`config.mk`:
```
export PLATFORM = sky130hd
export DESIGN_NAME = load_cell_a2d_flat
export DESIGN_NICKNAME = d
export VERILOG_FILES = /design/src/rtl/load_cell_a2d_pkg.sv /design/src/rtl/load_cell_a2d_if.sv /design/src/rtl/load_cell_a2d_spi_mstr16.sv /design/src/rtl/load_cell_a2d.sv /design/src/flat_wrapper.sv
export SDC_FILE = /design/constraint.sdc
export NUM_CORES = 1
export LEC_CHECK = 0
export CAP_MARGIN = 20
export CORE_AREA = 4 4 82 91
export DETAILED_ROUTE_END_ITERATION = 12
export DIE_AREA = 0 0 86 95
export GPL_TIMING_DRIVEN = 0
export PLACE_DENSITY = 0.78
export SYNTH_ARGS = -nofsm -noshare
export SYNTH_HDL_FRONTEND = slang
export SYNTH_HIERARCHICAL = 1
export SYNTH_SLANG_ARGS = --single-unit
```
`constraint.sdc`:
```
create_clock -name clk -period 3.02 [get_ports clk]
set_input_delay 0.604 -clock clk [delete_from_list [all_inputs] [get_ports clk]]
set_output_delay 0.604 -clock clk [all_outputs]
set_load 0.05 [all_outputs]
```
`src/rtl/load_cell_a2d_pkg.sv`:
```
// Shared types, channel map and SPI divider landmarks for the rider-sensor A2D path.
package load_cell_a2d_pkg;

    localparam int SCLK_DIV_W = 5;

    localparam logic [2:0] CH_LFT   = 3'd0;
    localparam logic [2:0] CH_RGHT  = 3'd4;
    localparam logic [2:0] CH_STEER = 3'd5;
    localparam logic [2:0] CH_BATT  = 3'd6;

    localparam logic [4:0]  DIV_FRONT    = 5'b10111;
    localparam logic [4:0]  DIV_SMPL     = 5'b01111;
    localparam logic [4:0]  DIV_SHFT     = 5'b11111;
    localparam logic [15:0] RX_DATA_MASK = 16'h0FFF;

    typedef enum logic [2:0] {
        IDLE = 3'd0,
        CMD  = 3'd1,
        GAP  = 3'd2,
        RD   = 3'd3,
        UPD  = 3'd4
    } slot_state_e;

    function automatic logic [2:0] rr_chan(input logic [1:0] idx);
        case (idx)
            2'd0:    rr_chan = CH_LFT;
            2'd1:    rr_chan = CH_RGHT;
            2'd2:    rr_chan = CH_STEER;
            default: rr_chan = CH_BATT;
        endcase
    endfunction

    function automatic logic [15:0] build_cmd(input logic [2:0] ch);
        build_cmd = {2'b00, ch, 11'h000};
    endfunction

endpackage

```
`src/rtl/load_cell_a2d_if.sv`:
```
// Sensor-path bundle: nxt request, four readings with their strobe, and the A2D SPI pins.
interface load_cell_a2d_if;
    logic        nxt;
    logic [11:0] lft_ld;
    logic [11:0] rght_ld;
    logic [11:0] steer_pot;
    logic [11:0] batt;
    logic        cnv_vld;
    logic        SS_n;
    logic        SCLK;
    logic        MOSI;
    logic        MISO;

    modport master (
        input  nxt,
        input  MISO,
        output lft_ld,
        output rght_ld,
        output steer_pot,
        output batt,
        output cnv_vld,
        output SS_n,
        output SCLK,
        output MOSI
    );

    modport slave (
        output nxt,
        output MISO,
        input  lft_ld,
        input  rght_ld,
        input  steer_pot,
        input  batt,
        input  cnv_vld,
        input  SS_n,
        input  SCLK,
        input  MOSI
    );
endinterface

```
`src/rtl/load_cell_a2d_spi_mstr16.sv`:
```
// 16-bit mode-3 SPI master: one frame per wrt, SCLK taken straight from the divider MSB.
module spi_mstr16
    import load_cell_a2d_pkg::*;
(
    input  logic        clk,
    input  logic        rst,
    input  logic        wrt,
    input  logic [15:0] cmd,
    output logic        done,
    output logic [15:0] rd_data,
    output logic        SS_n,
    output logic        SCLK,
    output logic        MOSI,
    input  logic        MISO
);

    logic                  r_busy;
    logic [SCLK_DIV_W-1:0] r_div;
    logic [4:0]            r_bit_cnt;
    logic [15:0]           r_shft;
    logic                  r_miso_smpl;
    logic                  r_ss_n;
    logic                  r_done;

    // Frame sequencer; shifting waits for the first sample, so the opening SCLK fall moves nothing.
    always_ff @(posedge clk or posedge rst) begin
        if (rst) begin
            r_busy      <= 1'b0;
            r_div       <= DIV_SHFT;
            r_bit_cnt   <= 5'd0;
            r_shft      <= 16'h0000;
            r_miso_smpl <= 1'b0;
            r_ss_n      <= 1'b1;
            r_done      <= 1'b0;
        end else begin
            r_done <= 1'b0;
            if (!r_busy) begin
                if (wrt) begin
                    r_busy    <= 1'b1;
                    r_div     <= DIV_FRONT;
                    r_bit_cnt <= 5'd0;
                    r_shft    <= cmd;
                    r_ss_n    <= 1'b0;
                end
            end else begin
                r_div <= r_div + 5'd1;
                if (r_div == DIV_SMPL) begin
                    r_miso_smpl <= MISO;
                    r_bit_cnt   <= r_bit_cnt + 5'd1;
                end
                if (r_div == DIV_SHFT) begin
                    if (r_bit_cnt != 5'd0) begin
                        r_shft <= {r_shft[14:0], r_miso_smpl};
                    end
                    // Back porch ends here; park the divider so SCLK idles high.
                    if (r_bit_cnt == 5'd16) begin
                        r_busy <= 1'b0;
                        r_ss_n <= 1'b1;
                        r_done <= 1'b1;
                        r_div  <= DIV_SHFT;
                    end
                end
            end
        end
    end

    assign done    = r_done;
    assign rd_data = r_shft;
    assign SS_n    = r_ss_n;
    assign SCLK    = r_div[SCLK_DIV_W-1];
    assign MOSI    = r_shft[15];

endmodule

```
`src/rtl/load_cell_a2d.sv`:
```
// Round-robin A2D sampler: each slot is a command frame plus a read frame, then one reading updates.
module load_cell_a2d
    import load_cell_a2d_pkg::*;
(
    input  logic                  clk,
    input  logic                  rst,
    load_cell_a2d_if.master       bus
);

    slot_state_e r_state;
    logic [1:0]  r_rr;
    logic        r_wrt;
    logic        r_cnv_vld;
    logic [11:0] r_lft;
    logic [11:0] r_rght;
    logic [11:0] r_steer;
    logic [11:0] r_batt;

    logic        w_done;
    logic [15:0] w_rd_data;
    logic [15:0] w_cmd;
    logic [11:0] w_conv;
    logic        w_ss_n;
    logic        w_sclk;
    logic        w_mosi;

    assign w_cmd  = build_cmd(rr_chan(r_rr));
    assign w_conv = 12'(w_rd_data & RX_DATA_MASK);

    spi_mstr16 u_spi (
        .clk     (clk),
        .rst     (rst),
        .wrt     (r_wrt),
        .cmd     (w_cmd),
        .done    (w_done),
        .rd_data (w_rd_data),
        .SS_n    (w_ss_n),
        .SCLK    (w_sclk),
        .MOSI    (w_mosi),
        .MISO    (bus.MISO)
    );

    // Slot FSM; nxt is only looked at in IDLE, so requests during a slot are dropped.
    always_ff @(posedge clk or posedge rst) begin
        if (rst) begin
            r_state   <= IDLE;
            r_rr      <= 2'd0;
            r_wrt     <= 1'b0;
            r_cnv_vld <= 1'b0;
            r_lft     <= 12'h000;
            r_rght    <= 12'h000;
            r_steer   <= 12'h000;
            r_batt    <= 12'h000;
        end else begin
            r_wrt     <= 1'b0;
            r_cnv_vld <= 1'b0;
            case (r_state)
                IDLE: begin
                    if (bus.nxt) begin
                        r_wrt   <= 1'b1;
                        r_state <= CMD;
                    end
                end
                CMD: begin
                    if (w_done) r_state <= GAP;
                end
                GAP: begin
                    r_wrt   <= 1'b1;
                    r_state <= RD;
                end
                RD: begin
                    if (w_done) r_state <= UPD;
                end
                UPD: begin
                    case (r_rr)
                        2'd0:    r_lft   <= w_conv;
                        2'd1:    r_rght  <= w_conv;
                        2'd2:    r_steer <= w_conv;
                        default: r_batt  <= w_conv;
                    endcase
                    r_cnv_vld <= 1'b1;
                    r_rr      <= r_rr + 2'd1;
                    r_state   <= IDLE;
                end
                default: r_state <= IDLE;
            endcase
        end
    end

    assign bus.lft_ld    = r_lft;
    assign bus.rght_ld   = r_rght;
    assign bus.steer_pot = r_steer;
    assign bus.batt      = r_batt;
    assign bus.cnv_vld   = r_cnv_vld;
    assign bus.SS_n      = w_ss_n;
    assign bus.SCLK      = w_sclk;
    assign bus.MOSI      = w_mosi;

endmodule

```
`src/flat_wrapper.sv`:
```
// flat-port wrapper written by rule: the top's interface ports become plain ports
module load_cell_a2d_flat import load_cell_a2d_pkg::*;
  (clk, rst, bus_nxt, bus_MISO, bus_lft_ld, bus_rght_ld, bus_steer_pot, bus_batt, bus_cnv_vld, bus_SS_n, bus_SCLK, bus_MOSI);
  load_cell_a2d_if bus_i ();
  input  logic clk;
  input  logic rst;
  input wire logic [$bits(bus_i.nxt)-1:0] bus_nxt;
  input wire logic [$bits(bus_i.MISO)-1:0] bus_MISO;
  output wire logic [$bits(bus_i.lft_ld)-1:0] bus_lft_ld;
  output wire logic [$bits(bus_i.rght_ld)-1:0] bus_rght_ld;
  output wire logic [$bits(bus_i.steer_pot)-1:0] bus_steer_pot;
  output wire logic [$bits(bus_i.batt)-1:0] bus_batt;
  output wire logic [$bits(bus_i.cnv_vld)-1:0] bus_cnv_vld;
  output wire logic [$bits(bus_i.SS_n)-1:0] bus_SS_n;
  output wire logic [$bits(bus_i.SCLK)-1:0] bus_SCLK;
  output wire logic [$bits(bus_i.MOSI)-1:0] bus_MOSI;
  assign bus_i.nxt = bus_nxt;
  assign bus_i.MISO = bus_MISO;
  assign bus_lft_ld = bus_i.lft_ld;
  assign bus_rght_ld = bus_i.rght_ld;
  assign bus_steer_pot = bus_i.steer_pot;
  assign bus_batt = bus_i.batt;
  assign bus_cnv_vld = bus_i.cnv_vld;
  assign bus_SS_n = bus_i.SS_n;
  assign bus_SCLK = bus_i.SCLK;
  assign bus_MOSI = bus_i.MOSI;
  load_cell_a2d u_core (.clk(clk), .rst(rst), .bus(bus_i));
endmodule
```
Yosys cells after proc, flatten, opt, wreduce, memory -nomap -nowiden. Cells that the tools add are included.

Bitwise logic cells: 1. Multiplexer cells: 30. Reductions and logical operators: 14. Add/subtract/negate cells: 3. Equality and inequality tests: 16.

Operators by type and width (count): 16-bit 2-to-1 mux (4); 5-bit 2-to-1 mux (7); 1-bit 2-to-1 mux (13); 3-bit case mux with 4 select lines (1); 2-bit AND reduction (6); 5-bit by 1-bit adder with 5-bit output, second input constant (2); 5-bit equality test, second input constant (2); 3-bit 2-to-1 mux (3); 3-bit case mux with 3 select lines (1); 3-bit AND reduction (3); 2-bit by 1-bit inequality test with 1-bit output, second input constant (4); 3-bit by 2-bit equality test with 1-bit output, second input constant (2); 2-bit inequality test, second input constant (3); 5-bit by 4-bit equality test with 1-bit output, second input constant (1); 5-bit nonzero test (1); 3-bit by 1-bit equality test with 1-bit output, second input constant (1); 3-bit equality test, second input constant (1); 3-bit zero test (1); 3-bit OR reduction (1); 2-bit by 1-bit adder with 2-bit output, second input constant (1); 2-bit by 1-bit equality test with 1-bit output, second input constant (1); 2-bit equality test, second input constant (1); 2-bit zero test (1); 1-bit case mux with 2 select lines (1); 2 further kinds (2).

Flip-flop bits (word level): 85. Input port bits: 4. Word-level logic and storage cells: 79. Output and inout bits: 52.

Depth between registers and ports, before layout. Gate-level depths: netlist of the first run.

Word-level depth: 4. Depth in mapped cells: 7. Mapped depth without buffers: 7.

Modules after synthesis. The synthesis of the first run kept the hierarchy.

By module, submodules not included: load_cell_a2d (sequential area each 1376.3 um^2, area an instance 2174.6 um^2, cells each 133, times used 1); spi_mstr16 (sequential area each 758.2 um^2, area an instance 1458.9 um^2, cells each 123, times used 1).

Least setup slack after synthesis of the first run. OpenSTA, ideal clock, no wires.

Path kind: reg-to-reg. Start: register u_core.u_spi.r_div[0]. End: register u_core.u_spi.r_busy. Clock period less this slack: 2020 ps. Buffers on the path: 0. Arrival time: 1898 ps. Setup slack: 1000 ps. Data required time: 2898 ps. Setup time: 122 ps. Cell stages (with the launch flop): 8. Path through: dfstp_2 -> ha_1 -> and3_1 -> ha_1 -> nand2_1 -> or4_2 -> inv_1 -> nor2_1.

Longest elaborated chain between the ends: 3.

Ends and longest elaborated chain: start, declared (RTL line load_cell_a2d_spi_mstr16.sv:18) `logic [SCLK_DIV_W-1:0] r_div;`; start signal, assigned (RTL line load_cell_a2d_spi_mstr16.sv:46) `r_div <= r_div + 5'd1;`; 5-bit equality test (RTL line load_cell_a2d_spi_mstr16.sv:51) `if (r_div == DIV_SHFT) begin`; 1-bit 2-to-1 mux (RTL line load_cell_a2d_spi_mstr16.sv:51); 1-bit 2-to-1 mux (RTL line load_cell_a2d_spi_mstr16.sv:37) `if (!r_busy) begin`; end signal, assigned (RTL line load_cell_a2d_spi_mstr16.sv:28) `r_busy <= 1'b0;`; end signal, assigned (RTL line load_cell_a2d_spi_mstr16.sv:39) `r_busy <= 1'b1;`; end signal, assigned (RTL line load_cell_a2d_spi_mstr16.sv:57) `r_busy <= 1'b0;`; end, declared (RTL line load_cell_a2d_spi_mstr16.sv:17) `logic r_busy;`.

No other way between the ends. A chain may end at the register's enable or synchronous reset.

Final worst setup path of the first run.
Start: register u_core.u_spi.r_div[4]. End: output port bus_SCLK.

RTL lines: end, declared (RTL line flat_wrapper.sv:15) `output wire logic [$bits(bus_i.SCLK)-1:0] bus_SCLK;`.

No word-level cell between the ends.

==> flow_summary.toml, run 1 <==
[outcome]
status = "finished clean"

[floorplanning]
num_io_pins = 56
coreArea_sq_um = 6560
rows = 31
start_util_pct = 55.3
die_w_microns = 86
die_area_sq_um = 8170
die_h_microns = 95

[min_path]
min_path_cells = 2
min_from = "u_core/u_spi/SS_n"
hp-class = "reg -> reg"
worstHoldEndpoint = "u_core/u_spi/SS_n"

[run]
max_cap_violations = 0

[synth]
syn-cell-area_sq_um = 3630
ys_warn_count = 6
syn_avg_cell_area_sq_um = 14.2
synthCells = 255

[global_route]
grt_max_degree = 43
grt_pass1_vias = 2272
antenna_found_initial = 0
grt_overflow = 0
grtUsageTotal_pct = 18.3
grt_pass1_wl_microns = 11500

[power]
cellPowerDensity_nw_per_um2 = 598
power_mw = 2.73
leakagePower_nw = 2.13
ir_drop_uv = 414

[timing]
slew_headroom_pct = 65.1
report.final.slew_viol_count = 0
setup_viol = 0
max_slew.worst_pin.slew_ns = 0.523
timing.setup.tns_ns = 0
fin_crit_ns = 2.29
hold_violations = 0
fin_crit_sh_pct = 75.7
rsz0062_at_grt = "no"
skew_ns = 0.0104
clock.fmax_mhz = 437
fin_ws_ns = 0.733

[clock_tree]
post_cts_hold_buffer_count = 0
cts_tree = "done"
clock-sinks = 85
ctsRootBufferMaster = "clkbuf_8"
htree_levels = 3
ctsResizeCount = 0
clk_pin_slew_ns = 0.08
numCtsBuffers = 9
insertion_delay_ns = 0.34
cts_setup_buffers = 0
clock_path_buffers = 2

[critical_path]
path_delay_family = "buffers and inverters"
worstSetupStartpointType = "flip-flop"
critical_path.slowest_cell = "clkdlybuf4s50_1"
r2r_slack_ns = 0.83
critPathKind = "reg -> out"
crit_path_cell_trace = "clkdlybuf4s50_1"
r2r-start = "u_core/u_spi/r_div[0]"
crit_fanout = 3
crit_arrival_ns = 1.68
critPathCaptureType = "output pin"
r2r_cells = 7
path_buf_inv = 1
critPathMaxStageDelay_ns = 0.80
r2r_end = "u_core/u_spi/r_busy"
required_ns = 2.42

[final_layout]
fin_util_pct = 69.7
diodes = 0
fin_nets = 348
drive_gt1_share_pct = 29.1
fin_cells = 422
area_delta_synth_final_pct = 26.1

[detailed_routing]
vias = 2238
drt_first_pass_iters = 4
ant_nets = 0
totalWireLength_microns = 6810
drtIter0Drc = 106
avgRoutedWirePerCell_microns = 16.1
vias_per_cell = 5.30
drc = 0

[placed_design]
hpwl_microns = 4960
gp_congestion = 0.805
post-place-ws_ns = 0.852
dp_cells = 406
port_buffers = 55
==> layer usage <==
| metal | vias to the layer above | global-route usage (%) | routed length, microns |
|---|---|---|---|
| met5 | - | 0 | 0 |
| met4 | 0 | 6.60 | 80 |
| met3 | 9 | 3.14 | 262 |
| met2 | 56 | 31.0 | 3480 |
| met1 | 1112 | 23.5 | 2990 |
| li1 | 1061 | - | - |
==> power breakdown <==
part | switching (mW) | internal, mW | leakage [nW]
clock network | 0.417 | 0.386 | 0.0971
registers | 0.202 | 1.32 | 1.12
logic | 0.194 | 0.216 | 0.906
==> flip-flops by register name, indices dropped and copies added, names as in the netlist, 2 cells and up <==
signal                  cells
u_core/bus.batt            12
u_core/bus.lft_ld          12
u_core/bus.rght_ld         12
u_core/bus.steer_pot       12
u_core/r_rr                 2
u_core/r_state              3
u_core/u_spi/r_bit_cnt      5
u_core/u_spi/r_div          5
u_core/u_spi/rd_data       16
==> stage by stage <==
stage	area, sq um	hold WS [ns]
after detailed placement	4370	0.457
after global placement	4320	0.447
final	4570	0.473
after CTS	4570	0.472
after floorplan	3670	0.471
after global routing	4570	0.501
==> worst min-delay path: cells and delay by family, from the launching register on <==
family / cells / cell delay, ns
flops: 1 / 0.37
simple gates: 2 / 0.10
==> placed cells by master, fill, tap and decap left out, types with 5 or more instances in the layout <==
cell	n
ha_1	9
mux2_2	50
clkbuf_8	9
inv_1	9
nand2_1	8
o221a_1	10
o221a_2	6
nand2b_1	7
nor3_1	5
buf_6	6
nor2_1	5
conb_1	13
clkdlybuf4s50_1	55
or2b_1	10
dfstp_2	6
dfrtp_1	79
==> area by class of cell <==
| class | count | area, sq um |
|---|---|---|
| multi-input cells | 160 | 1400 |
| plain buffers | 12 | 98.8 |
| inverters | 10 | 37.5 |
| repair buffers | 57 | 598 |
| flip-flops and latches | 85 | 2130 |
| clock inverters | 7 | 75.1 |
| fillers | 468 | 1980 |
| clock buffers | 9 | 124 |
| well taps | 82 | 103 |
==> worst max path at each step <==
stage                                startpoint                    end  slack (ns)  depth (start not counted)
after detailed placement  u_core/u_spi/r_div[0]    u_core/u_spi/r_busy        0.85                          7
after global routing      u_core/u_spi/r_div[4]               bus_SCLK        0.68                          1
after floorplan           u_core/u_spi/r_div[0]    u_core/u_spi/r_busy         1.0                          7
final                     u_core/u_spi/r_div[4]               bus_SCLK        0.73                          1
after CTS                 u_core/u_spi/r_div[4]               bus_SCLK        0.71                          1
after global placement                      rst  u_core/bus.lft_ld[10]        0.03                          2
(Power assumes the default switching activity.)
==> run 2: changes to the inputs <==
--- a/config.mk
+++ b/config.mk
@@ -6,11 +6,11 @@
 export NUM_CORES = 1
 export LEC_CHECK = 0
 export CAP_MARGIN = 20
-export CORE_AREA = 4 4 82 91
+export CORE_AREA = 4 4 84 94
 export DETAILED_ROUTE_END_ITERATION = 12
-export DIE_AREA = 0 0 86 95
+export DIE_AREA = 0 0 88 98
 export GPL_TIMING_DRIVEN = 0
-export PLACE_DENSITY = 0.78
+export PLACE_DENSITY = 0.74
 export SYNTH_ARGS = -nofsm -noshare
 export SYNTH_HDL_FRONTEND = slang
 export SYNTH_HIERARCHICAL = 1
==> constraint.sdc (replaced) <==
create_clock -name clk -period 2.19 [get_ports clk]
set_input_delay 0.438 -clock clk [delete_from_list [all_inputs] [get_ports clk]]
set_output_delay 0.438 -clock clk [all_outputs]
set_load 0.05 [all_outputs]
==> flow_summary.toml, run 2 (synthesis gave the netlist of run 1 again) <==
[final_layout]
area_delta_synth_final_pct = 27.0
diodes = 0
drive_gt1_share_pct = 29.1
fin_cells = 425
fin_nets = 348
nFillCells = 512
layout.cells.most_common = "dfrtp_1"
largest_register_ff_count = 16
mostFrequentLayoutCells = "dfrtp_1 (79), clkdlybuf4s50_1 (55), mux2_2 (50)"

[run]
max_cap_violations = 0

[timing]
clock.fmax_mhz = 468
fin_crit_ns = 2.14
fin_ws_ns = 0.0545
setup_viol = 0
timing.setup.tns_ns = 0
fin_crit_sh_pct = 97.5
hold_violations = 0
skew_ns = 0.0112
max_slew.worst_pin.slew_ns = 0.520
rsz0062_at_grt = "no"
slew_headroom_pct = 65.2
report.final.slew_viol_count = 0

[clock_tree]
cts_setup_buffers = 0
clock_path_buffers = 2
clock-sinks = 85
ctsRootBufferMaster = "clkbuf_8"
insertion_delay_ns = 0.35
clk_pin_slew_ns = 0.09
post_cts_hold_buffer_count = 0
numCtsBuffers = 9
htree_levels = 3
ctsResizeCount = 2
cts_tree = "done"

[power]
leakagePower_nw = 2.14
cellPowerDensity_nw_per_um2 = 841
ir_drop_uv = 503
p_int_mw = 2.77
power_mw = 3.87
p_clk_share_pct = 31.5
p_sw_share_pct = 28.5
p_seq_share_pct = 54.0
p_comb_share_pct = 14.4
switching_power_mw = 1.11

[floorplanning]
die_w_microns = 88
start_util_pct = 52.3
num_io_pins = 56
die_h_microns = 98
rows = 32
coreArea_sq_um = 6930
die_area_sq_um = 8620

[detailed_routing]
vias_per_cell = 5.36
ant_nets = 0
totalWireLength_microns = 6710
drtIter0Drc = 92
vias = 2278
drt_first_pass_iters = 5
drc = 0
avgRoutedWirePerCell_microns = 15.8

[critical_path]
critPathCaptureType = "output pin"
crit_path_cell_trace = "clkdlybuf4s50_1"
required_ns = 1.75
critical_path.slowest_cell = "clkdlybuf4s50_1"
crit_arrival_ns = 1.70
worstSetupStartpointType = "flip-flop"
path_buf_inv = 1
path_delay_family = "buffers and inverters"
crit_fanout = 3
critPathKind = "reg -> out"
critPathMaxStageDelay_ns = 0.80

[min_path]
hp-class = "in -> async"

[global_route]
grtUsageTotal_pct = 17.2
grt_overflow = 0
grt_max_degree = 45
grt_pass1_vias = 2308
grt_pass1_wl_microns = 11600
antenna_found_initial = 0

[outcome]
status = "finished clean"

[placed_design]
hpwl_microns = 4840
dp_cells = 409
gp_congestion = 0.783
post-place-ws_ns = -0.00540
port_buffers = 55
-- run 2: cell types whose count changed in the layout (fill, tap and decap cells not counted), sizes merged --
cell	previous run	this run
clkinv	3	2
clkbuf	13	14
bufinv	1	2
clkinvlp	2	1
-- run 2: worst paths after layout --
kind                                            start                       end  slack (ns)  depth (start not counted)
worst min register to register      u_core/u_spi/SS_n         u_core/u_spi/SS_n        0.47                          2
max in group asynchronous                         rst     u_core/u_spi/r_div[2]        1.21                          3
worst min-delay path                              rst     u_core/bus.rght_ld[0]        0.38                          2
min in group clk                    u_core/u_spi/SS_n         u_core/u_spi/SS_n        0.47                          2
worst max-delay path            u_core/u_spi/r_div[4]                  bus_SCLK        0.05                          1
worst max register to register  u_core/u_spi/r_div[0]  u_core/u_spi/rd_data[11]        0.13                          6
-- run 2: metal layers --
layer,track usage (%),wire length (microns),up-vias
met1,21.6,2880,1158
met4,6.02,91,0
li1,-,-,1067
met2,28.9,3480,43
met5,0,0,-
met3,3.88,263,10
-- run 2: final cells by class --
type	instances	area, sq um	share of cell area (%)
clock inverter	6	96.3	2.09
inverter	10	37.5	0.815
buffer	12	98.8	2.15
clock buffer	10	128	2.77
multi-input combinational	160	1410	30.5
sequential	85	2130	46.4
timing repair buffer	57	598	13.0
tap	85	106	2.31
-- run 2: power by group through the flow --
stage                     Clock, mW  Sequential (mW)  Combinational, mW
after CTS                      1.25             2.09              0.570
after floorplan                   0             2.07              0.382
after global placement            0             2.11              0.529
final                          1.22             2.09              0.560
after detailed placement          0             2.12              0.569
after global routing           1.32             2.13              0.619
-- run 2: through the flow --
stage	util, %	instance area (sq um)	hold WS, ns
6_report	66.5	4600	0.380
5_1_grt	66.5	4600	0.400
4_1_cts	66.5	4600	0.376
3_5_place_dp	63.2	4380	0.464
3_3_place_gp	62.5	4330	0.447
2_1_floorplan	-	3670	0.471
